### config.mk
export PLATFORM = sky130hd
export DESIGN_NAME = inst_decode_stage
export DESIGN_NICKNAME = d
export VERILOG_FILES = /design/src/rtl/inst_decode_stage_pkg.sv /design/src/rtl/inst_decode_stage_fifo.sv /design/src/rtl/inst_decode_stage.sv
export SDC_FILE = /design/constraint.sdc
export NUM_CORES = 1
export LEC_CHECK = 0
export ABC_AREA = 1
export BUFFER_PORTS_ARGS = -buffer_cell sky130_fd_sc_hd__buf_2
export CAP_MARGIN = 25
export CORE_ASPECT_RATIO = 1.75
export CORE_MARGIN = 2
export CORE_UTILIZATION = 40
export CTS_BUF_LIST = sky130_fd_sc_hd__clkbuf_2 sky130_fd_sc_hd__clkbuf_4 sky130_fd_sc_hd__clkbuf_8
export CTS_CLUSTER_SIZE = 28
export DETAILED_ROUTE_END_ITERATION = 12
export HOLD_SLACK_MARGIN = 0.15
export PLACE_DENSITY = 0.65
export SLEW_MARGIN = 20
export SYNTH_ARGS = -nofsm -noshare
export SYNTH_HDL_FRONTEND = slang
export SYNTH_SLANG_ARGS = --single-unit
export TNS_END_PERCENT = 10
### constraint.sdc
create_clock -name clk -period 15.18 [get_ports clk]
set_input_delay 4.554 -clock clk [delete_from_list [all_inputs] [get_ports clk]]
set_output_delay 4.554 -clock clk [all_outputs]
set_load 0.02 [all_outputs]
### src/rtl/inst_decode_stage_pkg.sv
// Shared types for the RV32I decode stage: opcode enum, decoded-instruction fields and buffer entry.
package inst_decode_stage_pkg;

    localparam int cInstWidth = 32;
    localparam int cRegIdxW   = 5;

    typedef enum logic [6:0] {
        OP_LOAD     = 7'h03,
        OP_FENCE    = 7'h0F,
        OP_IMMEDI   = 7'h13,
        OP_AUIPC    = 7'h17,
        OP_STORE    = 7'h23,
        OP_RTYPE    = 7'h33,
        OP_LUI      = 7'h37,
        OP_BRANCH   = 7'h63,
        OP_JALR     = 7'h67,
        OP_JAL      = 7'h6F,
        OP_CNTRL_ST = 7'h73
    } tOpcodeEnum;

    typedef struct packed {
        logic                dv;
        logic [cRegIdxW-1:0] idx;
    } tRegSel;

    typedef struct packed {
        logic       dv;
        logic [2:0] val;
    } tFunct3;

    typedef struct packed {
        logic       dv;
        logic [6:0] val;
    } tFunct7;

    typedef struct packed {
        logic        dv;
        logic [31:0] val;
    } tImm;

    typedef struct packed {
        tRegSel rs1;
        tRegSel rs2;
        tRegSel rd;
        tFunct3 funct3;
        tFunct7 funct7;
        tImm    imm;
    } tDecodedInst;

    // The PC travels beside this entry because its width is a module parameter.
    typedef struct packed {
        tDecodedInst dec;
        tOpcodeEnum  op;
        logic        illegal;
    } tDecStageEntry;

endpackage

### src/rtl/inst_decode_stage_fifo.sv
// Synchronous FIFO with occupancy count and modulo pointers, so any depth >= 1 works.
module sync_fifo #(
    parameter int pWidth = 8,
    parameter int pDepth = 2,
    localparam int cCntW = $clog2(pDepth + 1)
) (
    input  logic              clk,
    input  logic              rst,
    input  logic              i_clear,
    input  logic              i_push,
    input  logic              i_pop,
    input  logic [pWidth-1:0] i_wr_data,
    output logic [pWidth-1:0] o_rd_data,
    output logic [cCntW-1:0]  o_count
);

    localparam int cPtrW = (pDepth > 1) ? $clog2(pDepth) : 1;
    localparam logic [cPtrW-1:0] cLastPtr = cPtrW'(pDepth - 1);
    localparam logic [cCntW-1:0] cFull    = cCntW'(pDepth);

    logic [pWidth-1:0] r_mem [pDepth];
    logic [cPtrW-1:0]  r_wr_ptr;
    logic [cPtrW-1:0]  r_rd_ptr;
    logic [cCntW-1:0]  r_count;
    logic              w_do_push;
    logic              w_do_pop;

    function automatic logic [cPtrW-1:0] next_ptr(input logic [cPtrW-1:0] ptr);
        return (ptr == cLastPtr) ? '0 : ptr + 1'b1;
    endfunction

    assign w_do_push = i_push && (r_count != cFull);
    assign w_do_pop  = i_pop && (r_count != '0);

    // NOTE: sequential state uses <= so every register samples pre-edge values, whatever the statement order.
    always_ff @(posedge clk) begin
        if (rst || i_clear) begin
            r_wr_ptr <= '0;
            r_rd_ptr <= '0;
            r_count  <= '0;
        end else begin
            if (w_do_push) r_wr_ptr <= next_ptr(r_wr_ptr);
            if (w_do_pop)  r_rd_ptr <= next_ptr(r_rd_ptr);
            case ({w_do_push, w_do_pop})
                2'b10:   r_count <= r_count + 1'b1;
                2'b01:   r_count <= r_count - 1'b1;
                default: r_count <= r_count;
            endcase
        end
    end

    // NOTE: storage has no reset; the count alone decides which words are meaningful.
    always_ff @(posedge clk) begin
        if (w_do_push) r_mem[r_wr_ptr] <= i_wr_data;
    end

    assign o_rd_data = r_mem[r_rd_ptr];
    assign o_count   = r_count;

endmodule

### src/rtl/inst_decode_stage.sv
// Registered RV32I decode stage: combinational decode into a buffered FIFO of decoded entries.
// Define DECODE_ILLEGAL_CHK_EN to add the illegal-instruction check on illegalOut.
module inst_decode_stage
    import inst_decode_stage_pkg::*;
#(
    parameter int pPcWidth    = 32,
    parameter int pBufDepth   = 2,
    parameter int pRegSelBitW = 5
) (
    input  logic                  clk,
    input  logic                  rst,
    input  logic                  flush,
    input  logic                  validIn,
    output logic                  readyOut,
    input  logic [cInstWidth-1:0] instIn,
    input  logic [pPcWidth-1:0]   pcIn,
    output logic                  validOut,
    input  logic                  readyIn,
    output tDecodedInst           decOut,
    output logic [6:0]            opcodeOut,
    output logic [pPcWidth-1:0]   pcOut,
    output logic                  illegalOut
);

    localparam int cCntW   = $clog2(pBufDepth + 1);
    localparam int cEntryW = $bits(tDecStageEntry) + pPcWidth;

    if ((pBufDepth < 1) || (pBufDepth > 8)) begin : g_bad_depth
        $error("inst_decode_stage: pBufDepth must be within 1..8");
    end
    if ((pRegSelBitW != 4) && (pRegSelBitW != 5)) begin : g_bad_regsel
        $error("inst_decode_stage: pRegSelBitW must be 4 or 5");
    end

    tOpcodeEnum          w_opcode;
    logic [2:0]          w_funct3;
    logic [6:0]          w_funct7;
    logic [31:0]         w_imm_i;
    logic [31:0]         w_imm_s;
    logic [31:0]         w_imm_b;
    logic [31:0]         w_imm_u;
    logic [31:0]         w_imm_j;
    tDecodedInst         w_dec;
    logic                w_known;
    logic                w_illegal;
    tDecStageEntry       w_push_entry;
    tDecStageEntry       w_head_entry;
    logic [pPcWidth-1:0] w_head_pc;
    logic [cEntryW-1:0]  w_rd_data;
    logic [cCntW-1:0]    w_count;
    logic                w_push;
    logic                w_pop;

    assign w_opcode = tOpcodeEnum'(instIn[6:0]);
    assign w_funct3 = instIn[14:12];
    assign w_funct7 = instIn[31:25];

    assign w_imm_i = {{20{instIn[31]}}, instIn[31:20]};
    assign w_imm_s = {{20{instIn[31]}}, instIn[31:25], instIn[11:7]};
    assign w_imm_b = {{19{instIn[31]}}, instIn[31], instIn[7], instIn[30:25], instIn[11:8], 1'b0};
    assign w_imm_u = {instIn[31:12], 12'b0};
    assign w_imm_j = {{11{instIn[31]}}, instIn[31], instIn[19:12], instIn[20], instIn[30:21], 1'b0};

    // NOTE: every signal written here gets a default first, so no path leaves one unassigned (no latches).
    always_comb begin
        w_dec            = '0;
        w_dec.rs1.idx    = instIn[19:15];
        w_dec.rs2.idx    = instIn[24:20];
        w_dec.rd.idx     = instIn[11:7];
        w_dec.funct3.val = w_funct3;
        w_dec.funct7.val = w_funct7;
        w_known          = 1'b1;
        w_illegal        = 1'b0;

        case (w_opcode)
            OP_LOAD, OP_JALR, OP_IMMEDI: begin
                w_dec.rs1.dv    = 1'b1;
                w_dec.rd.dv     = 1'b1;
                w_dec.funct3.dv = 1'b1;
                w_dec.imm.dv    = 1'b1;
                w_dec.imm.val   = w_imm_i;
                // Shift-immediates carry funct7 and an unsigned 5-bit shamt.
                if ((w_opcode == OP_IMMEDI) && ((w_funct3 == 3'd1) || (w_funct3 == 3'd5))) begin
                    w_dec.funct7.dv = 1'b1;
                    w_dec.imm.val   = {27'd0, instIn[24:20]};
                end
            end
            OP_STORE, OP_BRANCH: begin
                w_dec.rs1.dv    = 1'b1;
                w_dec.rs2.dv    = 1'b1;
                w_dec.funct3.dv = 1'b1;
                w_dec.imm.dv    = 1'b1;
                w_dec.imm.val   = (w_opcode == OP_STORE) ? w_imm_s : w_imm_b;
            end
            OP_RTYPE: begin
                w_dec.rs1.dv    = 1'b1;
                w_dec.rs2.dv    = 1'b1;
                w_dec.rd.dv     = 1'b1;
                w_dec.funct3.dv = 1'b1;
                w_dec.funct7.dv = 1'b1;
            end
            OP_LUI, OP_AUIPC: begin
                w_dec.rd.dv   = 1'b1;
                w_dec.imm.dv  = 1'b1;
                w_dec.imm.val = w_imm_u;
            end
            OP_JAL: begin
                w_dec.rd.dv   = 1'b1;
                w_dec.imm.dv  = 1'b1;
                w_dec.imm.val = w_imm_j;
            end
            OP_FENCE: begin
                w_dec.funct3.dv = 1'b1;
            end
            OP_CNTRL_ST: begin
                w_dec.funct3.dv = 1'b1;
                w_dec.imm.dv    = 1'b1;
                w_dec.imm.val   = w_imm_i;
                w_dec.rs1.dv    = (w_funct3 != 3'd0);
                w_dec.rd.dv     = (w_funct3 != 3'd0);
            end
            default: begin
                w_known = 1'b0;
            end
        endcase

`ifdef DECODE_ILLEGAL_CHK_EN
        case (w_opcode)
            OP_LOAD:   w_illegal = (w_funct3 == 3'd3) || (w_funct3 == 3'd6) || (w_funct3 == 3'd7);
            OP_STORE:  w_illegal = (w_funct3 > 3'd2);
            OP_BRANCH: w_illegal = (w_funct3 == 3'd2) || (w_funct3 == 3'd3);
            OP_JALR:   w_illegal = (w_funct3 != 3'd0);
            OP_RTYPE:  w_illegal = !((w_funct7 == 7'h00) ||
                                     ((w_funct7 == 7'h20) && ((w_funct3 == 3'd0) || (w_funct3 == 3'd5))));
            OP_IMMEDI: w_illegal = ((w_funct3 == 3'd1) && (w_funct7 != 7'h00)) ||
                                   ((w_funct3 == 3'd5) && (w_funct7 != 7'h00) && (w_funct7 != 7'h20));
            default:   w_illegal = !w_known;
        endcase
        if (instIn[1:0] != 2'b11) w_illegal = 1'b1;
        // RV32E has only 16 registers, so any used index with bit 4 set is out of range.
        if ((pRegSelBitW == 4) &&
            ((w_dec.rs1.dv && w_dec.rs1.idx[4]) ||
             (w_dec.rs2.dv && w_dec.rs2.idx[4]) ||
             (w_dec.rd.dv  && w_dec.rd.idx[4]))) begin
            w_illegal = 1'b1;
        end
        if (w_illegal) begin
            w_dec.rs1.dv    = 1'b0;
            w_dec.rs2.dv    = 1'b0;
            w_dec.rd.dv     = 1'b0;
            w_dec.funct3.dv = 1'b0;
            w_dec.funct7.dv = 1'b0;
            w_dec.imm.dv    = 1'b0;
        end
`else
        w_illegal = 1'b0;
`endif
    end

    assign w_push_entry = '{dec: w_dec, op: w_opcode, illegal: w_illegal};

    // readyOut looks only at the registered count, never at readyIn.
    assign readyOut = !rst && (w_count < cCntW'(pBufDepth));
    assign validOut = (w_count != '0);
    assign w_push   = validIn && readyOut && !flush;
    assign w_pop    = validOut && readyIn;

    sync_fifo #(
        .pWidth (cEntryW),
        .pDepth (pBufDepth)
    ) u_buf (
        .clk       (clk),
        .rst       (rst),
        .i_clear   (flush),
        .i_push    (w_push),
        .i_pop     (w_pop),
        .i_wr_data ({w_push_entry, pcIn}),
        .o_rd_data (w_rd_data),
        .o_count   (w_count)
    );

    assign {w_head_entry, w_head_pc} = w_rd_data;

    assign decOut     = validOut ? w_head_entry.dec : '0;
    assign opcodeOut  = validOut ? w_head_entry.op : 7'h00;
    assign pcOut      = validOut ? w_head_pc : '0;
    assign illegalOut = validOut && w_head_entry.illegal;

endmodule

==> impl_metrics.tcl, run 1 <==
set metrics [dict create \
    status "finished clean" \
    numPlacedInstances 1255 \
    fin_ws_ns 5.735 \
    start_util_pct 40.52 \
    min_period_ns 9.445 \
    worstSetupPathType "in -> out" \
    area_growth_pct 19.43 \
    cts_hold_buffers 0 \
    path_max_fanout 2 \
    netlist_top_cells_count "nand2_1, edfxtp_1, a21oi_1" \
    clk_path_buf_depth 3 \
    cts_tree "done" \
    drt_first_pass_iters 6 \
    clk_latency_ns 0.55 \
    hpwl_mm 14.08 \
    p_leak_uw 0.004558 \
    track_usage_pct 18.16 \
    grt_pass1_vias 6200 \
    grt_pass1_wl_mm 33.02 \
    fillerInstances 2024 \
    core-area_um2 21980 \
    port_buffers 172 \
    wl_per_cell_um 16.59 \
    die_y_um 201.4 \
    slew_headroom_pct 31.28 \
    synth_nets 898 \
    cts_root_buffer "clkbuf_8" \
    crit_required_ns 10.63 \
    synth_area_leaders "edfxtp_1, nand2_1, a21oi_1" \
    finalNonFillerCells 1311 \
    cp-end-kind "output pin" \
    hold-worst-slack_ns 0.4477 \
    synth-edff-count 204 \
    synth_warnings 0 \
    start_kind "input pin" \
    synth_flop_cell "edfxtp_1" \
    core.rowCount 72 \
    worst_slew_pin_slew_ns 1.030 \
    clock_skew_ns 0.01788 \
    via_per_inst 4.946 \
    layout.nets 1061 \
    synth_seq_area_share_pct 69.90 \
    synth_top_area_cell "edfxtp_1" \
    drive_above_1_share_pct 24.26 \
    fin_tns_setup_ns 0 \
    drcViolationCount 0 \
    cts_sinks 209 \
    grt_max_degree 75 \
    drv_cap 0 \
    setup_viol 0 \
    synth_cells 828 \
    yosysMostFrequentCell "nand2_1" \
    cts_resized 0 \
    numCtsBuffers 30 \
    yosysUniqueCellTypes 28 \
    drt-total-wl_mm 21.76 \
    die_width_um 116.8 \
    pre_cts_slack_ns 5.732 \
    die-area_um2 23530 \
    p_per_area_nw_per_um2 107.8 \
    ys_ff_latch 209 \
    postRouteAntennaNets 0 \
    drt_first_iter_violations 441 \
    syn_area_per_cell_um2 10.76 \
    rsz0062_at_grt "false" \
    htree_levels 1 \
    grt_overflow 0 \
    antenna_found_initial 3 \
    vias 6484 \
    synth_top_area_share_pct 68.77 \
    fin_crit_sh_pct 62.22 \
    max_freq_mhz 105.9 \
    slew_viol_final 0 \
    finalHoldViolCount 0 \
    netlist_area_um2 8907 \
    min_path_type "reg -> reg" \
    pin_count 174 \
    place_congestion 0.7803 \
    cts_setup_buffers 0 \
    cts.reportedPaths.clkPinSlew_ns 0.07 \
    cp.arrival_ns 4.89 \
    seqCellArea_um2 6230 \
    ir_drop_mv 0.1110 \
    multi_input_area_um2 2385 \
    async_flop_share_pct 0 \
]
-- final cells by class --
type / instances / share of cell area [%]
repair buffers: 182 / 8.916
flip-flops and latches: 209 / 58.56
clock inverters: 17 / 1.270
multi-input cells: 545 / 22.42
diodes: 1 / 0.02352
well taps: 296 / 3.482
inverters: 23 / 0.8233
clock buffers: 38 / 4.505
-- cells in the final DEF (no fill, tap or decap), types with 3 or more instances in the layout --
cell / count
buf_2: 172
clkbuf_4: 7
clkinv_2: 5
clkbuf_8: 31
nand2_1: 294
nand3_1: 68
edfxtp_1: 204
nand2_2: 3
buf_4: 9
clkinv_1: 8
a21oi_1: 107
inv_1: 21
nor2_1: 48
dfxtp_1: 4
nor2_2: 3
o21ai_0: 3
nor2_4: 5
-- flip-flops by register name, indices dropped and copies added, names as in the netlist, named ones only --
signal and cells:
u_buf.r_mem 204, u_buf.o_count 2, u_buf.r_wr_ptr 1, u_buf.r_rd_ptr 1
-- layer usage --
| metal | wire [um] | GRT usage, % | vias to the layer above | share of wire [%] |
|---|---|---|---|---|
| li1 | - | - | 3166 | - |
| met2 | 12030 | 34.35 | 183 | 55 |
| met4 | 484 | 5.504 | 4 | 2.2 |
| met5 | 22 | 0 | - | 0.10 |
| met1 | 8154 | 20.30 | 3097 | 37 |
| met3 | 1064 | 2.861 | 34 | 4.9 |
-- metrics by stage --
stage | cell area [um^2] | power (uW) | utilization (%)
final | 10640 | 1146 | 48.39
after global routing | 10640 | 1191 | 48.39
after CTS | 10640 | 1161 | 48.38
after detailed placement | 10020 | 712.4 | 45.59
after global placement | 10000 | 710.4 | 45.50
after floorplan | 8907 | 684.6 | -
-- report_power, final --
part | switching, uW | internal [uW]
clock network | 204 | 243
logic | 40.7 | 16.1
registers | 2.05 | 641
-- cell families after synthesis --
logic type      synth area share [%]
compound gates                 6.433
fa+ha+maj                     0.1404
simple gates                   19.90
buf+inv                        3.582
flops                          69.90
other cells                  0.04210
-- final timing paths --
check                                 startpoint                end  slack, ns  cells after the start
worst max-delay path                         rst           readyOut       5.74                      3
worst max register to register  u_buf.o_count[1]  u_buf.r_mem[1][6]      12.20                      4
worst min register to register    u_buf.r_rd_ptr           register       0.45                      1
worst min-delay path              u_buf.r_rd_ptr           register       0.45                      1
-- worst max-delay path, cell delays in order --
cell	delay [ns]
buf_2	0.10
nor2_1	0.07
buf_2	0.16
(Power assumes the default switching activity.)
==> run 2, diff against run 1 <==
ABC_AREA = 0   (was 1)
PLACE_DENSITY = 0.67   (was 0.65)
clock period = 7.7 ns   (was 15.18 ns; I/O delays follow)
==> impl_metrics.tcl, run 2 <==
set metrics [dict create \
    synth_warnings 0 \
    htree_levels 1 \
    antenna_found_initial 2 \
    min_period_ns 4.995 \
    fin_tns_setup_ns 0 \
    vias 5216 \
    place_congestion 0.7717 \
    layout.nets 831 \
    p_leak_uw 0.003752 \
    crit_required_ns 5.39 \
    pre_cts_slack_ns 2.700 \
    synth-adder-area-share_pct 0.1427 \
    yosysMostFrequentCell "edfxtp_1" \
    grt_max_degree 69 \
    cts_resized 0 \
    final_cell_mix "edfxtp_1, buf_2, nor2_1, mux2i_1, clkbuf_8" \
    synth_flop_cell "edfxtp_1" \
    cts.reportedPaths.clkPinSlew_ns 0.07 \
    drive_above_1_share_pct 31.66 \
    finalHoldViolCount 0 \
    largest_register "u_buf.r_mem" \
    synth_nets 654 \
    final_util_pct 48.67 \
    synth_cells 584 \
    clock_skew_ns 0.01906 \
    cts_root_buffer "clkbuf_8" \
    rr_worst_depth 3 \
    synth-xor-area-share_pct 0.5993 \
    synth-edff-count 204 \
    clk_path_buf_depth 3 \
    ir_drop_mv 0.08391 \
    slew_viol_final 0 \
    fin_ws_ns 2.705 \
    area_growth_pct 19.32 \
    pin_count 174 \
    cts_sinks 209 \
    cts_tree "done" \
    min_path_cells 2 \
    netlist_area_um2 8768 \
    core-area_um2 21500 \
    rsz0062_at_grt "false" \
    synth-compound-area-share_pct 4.695 \
    yosysUniqueCellTypes 53 \
    min_path_type "reg -> reg" \
    cts_setup_buffers 0 \
    synth_top_area_share_pct 69.86 \
    max_freq_mhz 200.2 \
    drt_first_iter_violations 374 \
    drcViolationCount 0 \
    synth_top_family_by_area "multiplexers" \
    die_width_um 115.9 \
    cp.arrival_ns 2.68 \
    grt_pass1_wl_mm 26.92 \
    synthMuxAreaShare_pct 11.77 \
    worst_slew_pin_slew_ns 0.8781 \
    drt-total-wl_mm 18.39 \
    synth_seq_area_share_pct 71.00 \
    grt_pass1_vias 5155 \
    die-area_um2 23170 \
    largest_reg_flops 204 \
    final_common_cell "edfxtp_1" \
    p_per_area_nw_per_um2 209.7 \
    postRouteAntennaNets 0 \
    cts_hold_buffers 0 \
    synth_area_leaders "edfxtp_1, mux2i_1, nor2_1" \
    fin_crit_sh_pct 64.87 \
    drt_first_pass_iters 4 \
    synth_top_area_cell "edfxtp_1" \
    ys_ff_latch 209 \
    numCtsBuffers 29 \
    port_buffers 172 \
    hpwl_mm 12.55 \
    stdcell_area_um2 10460 \
    worstSetupPathType "in -> out" \
    netlist_top_cells_count "edfxtp_1, nor2_1, mux2i_1" \
    wl_per_cell_um 17.17 \
    die_y_um 199.9 \
    start_util_pct 40.79 \
    core.rowCount 71 \
    clk_latency_ns 0.53 \
    setup_viol 0 \
    track_usage_pct 15.13 \
    drv_cap 0 \
    synth_simple_gate_area_share_pct 9.475 \
    path_max_fanout 7 \
    async_flop_share_pct 0 \
    start_kind "input pin" \
    dpl_cell_area_um2 9910 \
    hold-worst-slack_ns 0.5699 \
    slew_headroom_pct 41.46 \
    syn_area_per_cell_um2 15.01 \
    grt_overflow 0 \
    status "finished clean" \
    via_per_inst 4.870 \
    cp-end-kind "output pin" \
]
[run 2: per-stage QoR]
| step | cells | total power [uW] |
|---|---|---|
| floorplan | 584 | 1374 |
| global placement | 1020 | 1426 |
| detailed placement | 1021 | 1430 |
| CTS | 1068 | 2224 |
| global route | 1071 | 2283 |
| finish | 1071 | 2194 |
[run 2: path summary, 6_finish.rpt]
| kind | startpoint | to | slack [ns] |
|---|---|---|---|
| setup / recovery | rst | readyOut | 2.71 |
| hold / removal | u_buf.r_rd_ptr | u_buf.r_rd_ptr | 0.57 |
| setup reg to reg | u_buf.o_count[1] | u_buf.r_mem[1][49] | 4.87 |
| hold reg to reg | u_buf.r_rd_ptr | u_buf.r_rd_ptr | 0.57 |
[run 2: critical path: stages]
cell and delay, ns:
buf_2 0.13, nor2_1 0.08, buf_2 0.16
[run 2: area by class of cell]
cell class              count  area, um^2
multi-input cells         337        2361
inverters                   4       15.01
diodes                      2       5.005
clock inverters            11       76.32
repair buffers            180       958.4
clock buffers              36       451.7
fillers                  1925       11040
flip-flops and latches    209        6230
well taps                 292       365.4
[run 2: power breakdown]
group          internal (uW)  total, uW  switching [uW]
clock                    414        789             375
sequential              1270       1270            6.06
combinational           46.1        132            85.4
[run 2: per-layer routing]
metal	GRT usage, %	vias up	part of all wire, %
met3	3.351	34	5.5
met4	5.820	0	2.6
li1	-	2502	-
met1	16.00	2522	37
met2	28.68	158	55
met5	0	-	0
[run 2: kinds of logic (layout without fill, tap and decap cells)]
| kind of cell | after synthesis | count (layout) |
|---|---|---|
| other cells | 1 | 3 |
| flops | 209 | 209 |
| xor+xnor | 6 | 6 |
| buf+inv | 38 | 231 |
| compound gates | 49 | 49 |
| simple gates | 177 | 177 |
| mux | 103 | 103 |
| fa+ha+maj | 1 | 1 |
